[config.mk]
export PLATFORM = sky130hd
export DESIGN_NAME = ball_collision_detector
export DESIGN_NICKNAME = d
export VERILOG_FILES = /design/src/rtl/ball_collision_detector.sv
export SDC_FILE = /design/constraint.sdc
export NUM_CORES = 1
export LEC_CHECK = 0
export CORE_MARGIN = 1.5
export CORE_UTILIZATION = 37
export DETAILED_ROUTE_END_ITERATION = 8
export PLACE_DENSITY = 0.61
export SLEW_MARGIN = 0
export SYNTH_ARGS = -nofsm -noshare
export SYNTH_HDL_FRONTEND = slang
export SYNTH_SLANG_ARGS = --single-unit
[constraint.sdc]
create_clock -name clk -period 1.7 [get_ports clk]
set_clock_uncertainty 0.15 [all_clocks]
set_input_delay 0.17 -clock clk [delete_from_list [all_inputs] [get_ports clk]]
set_output_delay 0.17 -clock clk [all_outputs]
set_load 0.01 [all_outputs]
[src/rtl/ball_collision_detector.sv]
// Frame-accumulated overlap detector for ball/player/rope/border bitmaps.
// Reports collisions as one-cycle pulses after each frame boundary.
module ball_collision_detector #(
    parameter int NUM_BALLS     = 4,
    parameter int INVULN_FRAMES = 60
) (
    input  logic                 clk,
    input  logic                 resetN,
    input  logic                 startOfFrame,
    input  logic [NUM_BALLS-1:0] ballDrawingRequest,
    input  logic                 playerDrawingRequest,
    input  logic                 ropeDrawingRequest,
    input  logic                 borderDrawingRequest,
    output logic [NUM_BALLS-1:0] ballHitRope,
    output logic [NUM_BALLS-1:0] ballHitBorder,
    output logic                 playerHit,
    output logic                 invulnerable,
    output logic [7:0]           popCount
);

    typedef enum logic {
        ACTIVE,
        INVULN
    } state_t;

    localparam logic [7:0] INV_LOAD = 8'(INVULN_FRAMES);

    state_t               state;
    state_t               state_n;
    logic [7:0]           cnt;
    logic [7:0]           cnt_n;
    logic                 hit_n;

    logic [NUM_BALLS-1:0] rope_det;
    logic [NUM_BALLS-1:0] border_det;
    logic                 player_det;

    logic [NUM_BALLS-1:0] pend_rope;
    logic [NUM_BALLS-1:0] pend_border;
    logic                 pend_player;
    logic [NUM_BALLS-1:0] rope_win;

    assign rope_det   = ballDrawingRequest & {NUM_BALLS{ropeDrawingRequest}};
    assign border_det = ballDrawingRequest & {NUM_BALLS{borderDrawingRequest}};
    assign player_det = playerDrawingRequest & (|ballDrawingRequest);

    // Isolate the lowest set bit: only one ball pops per frame.
    assign rope_win = pend_rope & (~pend_rope + NUM_BALLS'(1));

    assign invulnerable = (state == INVULN);

    always_comb begin
        state_n = state;
        cnt_n   = cnt;
        hit_n   = 1'b0;
        if (startOfFrame) begin
            unique case (state)
                ACTIVE: begin
                    if (pend_player) begin
                        hit_n   = 1'b1;
                        cnt_n   = INV_LOAD;
                        state_n = INVULN;
                    end
                end
                INVULN: begin
                    if (cnt == 8'd1) begin
                        cnt_n   = 8'd0;
                        state_n = ACTIVE;
                    end else begin
                        cnt_n = cnt - 8'd1;
                    end
                end
                default: begin
                    state_n = ACTIVE;
                    cnt_n   = 8'd0;
                end
            endcase
        end
    end

    always_ff @(posedge clk or negedge resetN) begin
        if (!resetN) begin
            state <= ACTIVE;
            cnt   <= 8'd0;
        end else begin
            state <= state_n;
            cnt   <= cnt_n;
        end
    end

    // Detections on the boundary cycle belong to the new frame.
    always_ff @(posedge clk or negedge resetN) begin
        if (!resetN) begin
            pend_rope   <= '0;
            pend_border <= '0;
            pend_player <= 1'b0;
        end else if (startOfFrame) begin
            pend_rope   <= rope_det;
            pend_border <= border_det;
            pend_player <= player_det;
        end else begin
            pend_rope   <= pend_rope | rope_det;
            pend_border <= pend_border | border_det;
            pend_player <= pend_player | player_det;
        end
    end

    always_ff @(posedge clk or negedge resetN) begin
        if (!resetN) begin
            ballHitRope   <= '0;
            ballHitBorder <= '0;
            playerHit     <= 1'b0;
        end else begin
            ballHitRope   <= startOfFrame ? rope_win : '0;
            ballHitBorder <= startOfFrame ? pend_border : '0;
            playerHit     <= hit_n;
        end
    end

    always_ff @(posedge clk or negedge resetN) begin
        if (!resetN) begin
            popCount <= 8'd0;
        end else if ((|ballHitRope) && (popCount != 8'hFF)) begin
            popCount <= popCount + 8'd1;
        end
    end

endmodule
# After elaboration in Yosys (flattened, before gate mapping)
# Index checks and enable logic that the tools add are counted.
[totals]
word_cells = 41
mem_count = 0
output_inout_bits = 18
ff_bits = 35
latch_bits = 0
rom_bits = 0
ram_bits = 0
[op_classes]
magnitude_cmp = 0
n_reduce_logical = 4
div = 0
n_mul = 0
mux = 13
shifts = 0
n_bitwise = 9
addsub = 3
eq_ne = 3
[op_table]
columns = ["op", "count"]
rows = [
  ["$mux 4", 4],
  ["$mux 8", 2],
  ["$pmux 8 s2", 1],
  ["$and 4x4->4", 3],
  ["$add 8x1->8 const B", 1],
  ["$eq 8x1->1 const B", 1],
  ["$ne 8x8->1 const B", 1],
  ["$or 4x4->4", 2],
  ["$reduce_or 4->1", 2],
  ["$sub 8x1->8 const B", 1],
  ["$mux 1", 5],
  ["$add 4x1->4 const B", 1],
  ["$not 4->4", 1],
  ["$ne 2x2->1 const B", 1],
  ["$pmux 1 s2", 1],
  ["$reduce_and 2->1", 1],
  ["$and 1x1->1", 1],
  ["$logic_and 1x1->1", 1],
  ["$not 1->1", 1],
  ["$or 1x1->1", 1],
]

# Depth between registers and ports, before layout
[logic_depth]
word_depth = 4
mapped_depth = 6
mapped_depth_nobuf = 6

# Least setup slack after synthesis
# OpenSTA, ideal clock, no wires.
[synth_timing]
path_kind = "register to register"
start = "register cnt[0]"
end = "register cnt[6]"
path_stages_with_launch = 7
slack_ns = -0.141
period_less_slack_ns = 1.841
path_buffers = 0
arrival_time_ns = 1.563
path_cell_list = "dfrtp_1 -> inv_1 -> ha_1 -> or3b_4 -> or3_1 -> a31oi_1 -> o31ai_1"
[synth_between]
elab_chain_len = 3
elab_cells_between_ends = 4
classes_between = "add/sub: 1; eq/ne: 1; mux: 2"
[synth_lines]
columns = ["element", "line", "text"]
rows = [
  ["from (decl)", "30", "logic [7:0] cnt;"],
  ["from (signal assigned)", "87", "cnt <= cnt_n;"],
  ["$sub 8x1->8 / $eq 8x1->1 (equally long branches)", "70, 66", ""],
  ["$mux 8 (*)", "66", "if (cnt == 8'd1) begin"],
  ["$pmux 8 s2 (*)", "57", "unique case (state)"],
]
# Mark *: on every way between the ends. The rest lies on a longest branch, timed or not.
# A chain may end at the register's enable or synchronous reset.

# Worst setup path after layout
[layout_timing]
start = "register cnt[1]"
end = "register cnt[6]"
# Same word-level chain as after synthesis.

==> results.yml <==
run_status:
  status: "complete, but fails checks"
  violations: "setup timing"
power_and_ir_drop:
  ir_drop_mv: 0.5705
  total_power_w: 0.002489
  power_density_nw_per_um2: 1201
  p_leak_nw: 0.9253
drt:
  drt-wirelength-per-cell_um: 12.26
  viasPerCell: 4.893
  wl_met2_mm: 1.457
  drt_iter0_drc: 54
  met1_length_mm: 1.320
  wirelength_mm: 2.967
  firstDrtPassIters: 4
  ant_nets: 0
  routed.top_layer: "met4"
  drc: 0
  vias: 1184
  met3_length_um: 132
synth:
  synth_area_um2: 1514
  avgSynthCellArea_um2: 10.23
  ys_ff_latch: 35
  synthTopCellsByArea: "dfrtp_1 (58%), nand2_1 (4.2%), o21ai_0 (3.6%), inv_1 (3.5%), nor2_1 (3.2%)"
  synthXorXnorAreaFrac_pct: 3.471
  synth_flop_cell: "dfrtp_1"
  ys_seq_area_share_pct: 57.85
  synth-edff-count: 0
  syn_nets: 161
  netlist_instances: 148
  synth_top_area_share_pct: 57.85
  synth_cell_types: 32
  synth_fa_ha_area_share_pct: 2.479
  synth.area.mux_share_pct: 2.149
  yosys.area.top_type: "dfrtp_1"
  yosysWarnings: 0
  async_reset_ff_share_pct: 100.0
  synth_top_family_by_area: "simple AND/OR/NAND/NOR gates"
  yosys.area_share.simple_pct: 18.10
  synth_compound_area_share_pct: 11.40
timing:
  worst_hold_slack_ps: 153.3
  final.setup.worst_slack_ps: -107.2
  maxSlewHeadroom_pct: 71.07
  tightestPinTransition_ps: 434.0
  min_period_ps: 1807
  max_freq_mhz: 553.4
  setup_viol: 1
  hold_viol: 0
  rsz0062_at_grt: "yes"
  post-route-period-util_pct: 106.3
  slew_violations: 0
cells_and_area:
  layout-drive-gt1-share_pct: 18.23
  seq_area_um2: 875.8
  num_antenna_cells: 0
  nets: 205
  fillCellCount: 373
  multiInputGateArea_um2: 611.8
  area_delta_synth_final_pct: 36.86
critical_path:
  rr_worst_depth: 6
  worstReg2RegStart: "cnt[1]"
  crit_chain: "inv_2 > ha_4 > or3b_4 > or3_4 > a31oi_1 > o31ai_1"
  crit_type: "reg -> reg"
  startpoint_type: "flip-flop"
  required_ps: 1710
  crit_fanout: 3
  crit_slowest_cell: "dfrtp_1"
  cpLargestDelayFamily: "simple AND/OR/NAND/NOR gates"
  cp_data_arrival_time_ps: 1820
  reg2reg_to: "cnt[6]"
  max_stage_delay_ps: 390
  cp.buffers_inverters: 1
  r2r_slack_ps: -110
  end_kind: "flip-flop"
cts:
  cts_hold_buf: 0
  clk_pin_slew_ps: 60
  cts_inserted_buffers: 5
  h-tree-depth: 2
  clockRootBuffer: "clkbuf_8"
  cts_sinks: 35
  clock_path_buffers: 2
  cts_tree: "built"
  clock_insertion_delay_worst_skew_ps: 280
placement:
  hpwl_mm: 2.157
  io_buffer_count: 27
  gp_congestion: 0.8101
  dp_slack_ps: -172.8
die:
  die_h_um: 66.97
  die_area_um2: 4484
  core_um2: 3971
  fp-row-count: 23
  io_pins: 28
  start_util_pct: 38.12
  die_x_um: 66.97
grt:
  grt_pass1_wl_mm: 5.078
  overflow: 0
  grt_max_degree: 36
  grt_usage_pct: 15.61
  antenna_found_initial: 0
  grt_pass1_vias: 1192
run:
  maxCapViolCount: 0
worst_hold_path:
  min_path_type: "in -> async"
==> Yosys cell counts, types with 2 or more instances <==
master / n
a21oi_1: 5
and2_1: 7
inv_1: 14
nor3_1: 5
clkbuf_1: 3
ha_1: 3
o21ai_0: 11
nand3_1: 6
a311oi_1: 2
nand2_1: 17
o21ai_2: 2
mux2_2: 2
nand4_1: 2
xor2_1: 5
nor2_1: 13
dfrtp_1: 35
==> metal layers <==
metal,global-route usage (%),up-vias
li1,-,587
met1,17.08,564
met2,26.13,26
met3,6.081,7
met4,7.908,0
met5,0,-
==> cells in the final DEF (no fill, tap or decap), types with 6 or more instances in the layout <==
cell type,count
nand2_1,17
clkdlybuf4s50_1,26
nor2_1,11
dfrtp_1,35
and2_1,7
buf_4,13
nand3_1,6
clkbuf_8,6
o21ai_0,11
inv_1,12
==> kinds of logic (layout without fill, tap and decap cells) <==
kind of cell,count (synthesis),in the layout
XOR/XNOR,6,6
adder cells (fa/ha/maj),3,3
AND/OR/NAND/NOR,56,56
AO/OA/AOI/OAI,27,27
multiplexers,3,3
buffers and inverters,18,62
flip-flops,35,35
==> report_power, final <==
part           switching, W  total, W  internal, W  leakage [nW]
sequential         0.000142   0.00112     0.000980         0.418
combinational      0.000333  0.000779     0.000446         0.461
clock              0.000270  0.000587     0.000317        0.0470
==> per-stage QoR <==
stage | util [%] | cells | area (um^2) | setup TNS, ps
2_1_floorplan | - | 148 | 1525 | -107.7
3_3_place_gp | 48.65 | 233 | 1932 | -79.27
3_5_place_dp | 48.65 | 233 | 1932 | -172.8
4_1_cts | 51.48 | 241 | 2044 | -151.6
5_1_grt | 52.17 | 242 | 2072 | -224.0
6_report | 52.17 | 242 | 2072 | -107.2
==> area by class of cell <==
type / instances / area share (%)
multi-input combinational: 95 / 29.53
timing repair buffer: 41 / 18.42
clock inverter: 1 / 0.2415
inverter: 14 / 2.536
tap: 50 / 3.019
sequential: 35 / 42.27
clock buffer: 6 / 3.986
==> state kept, by name, summed over array words and instances, names as in the netlist <==
register       cells
invulnerable       1
ballHitBorder      4
pend_player        1
ballHitRope        4
playerHit          1
pend_border        4
popCount           8
pend_rope          4
cnt                8
==> worst max-delay path by stage <==
stage                         to  cells after the start  slack (ps)    from
final                     cnt[6]                      6        -110  cnt[1]
after global routing      cnt[6]                      6        -160  cnt[1]
after CTS                 cnt[6]                      6        -150  cnt[1]
after detailed placement  cnt[6]                      6        -170  cnt[1]
after global placement    cnt[6]                      6         -80  cnt[1]
after floorplan           cnt[6]                      6        -110  cnt[0]
==> what timing repair did <==
item / CTS / global route
resized for setup: 4 / 7
setup endpoints to repair: 1 / 9
endpoints found under the hold margin: 0 / 0
setup buffers: 1 / 1
pin swaps: 2 / 2
No activity file was read; power rests on OpenSTA's default activity.
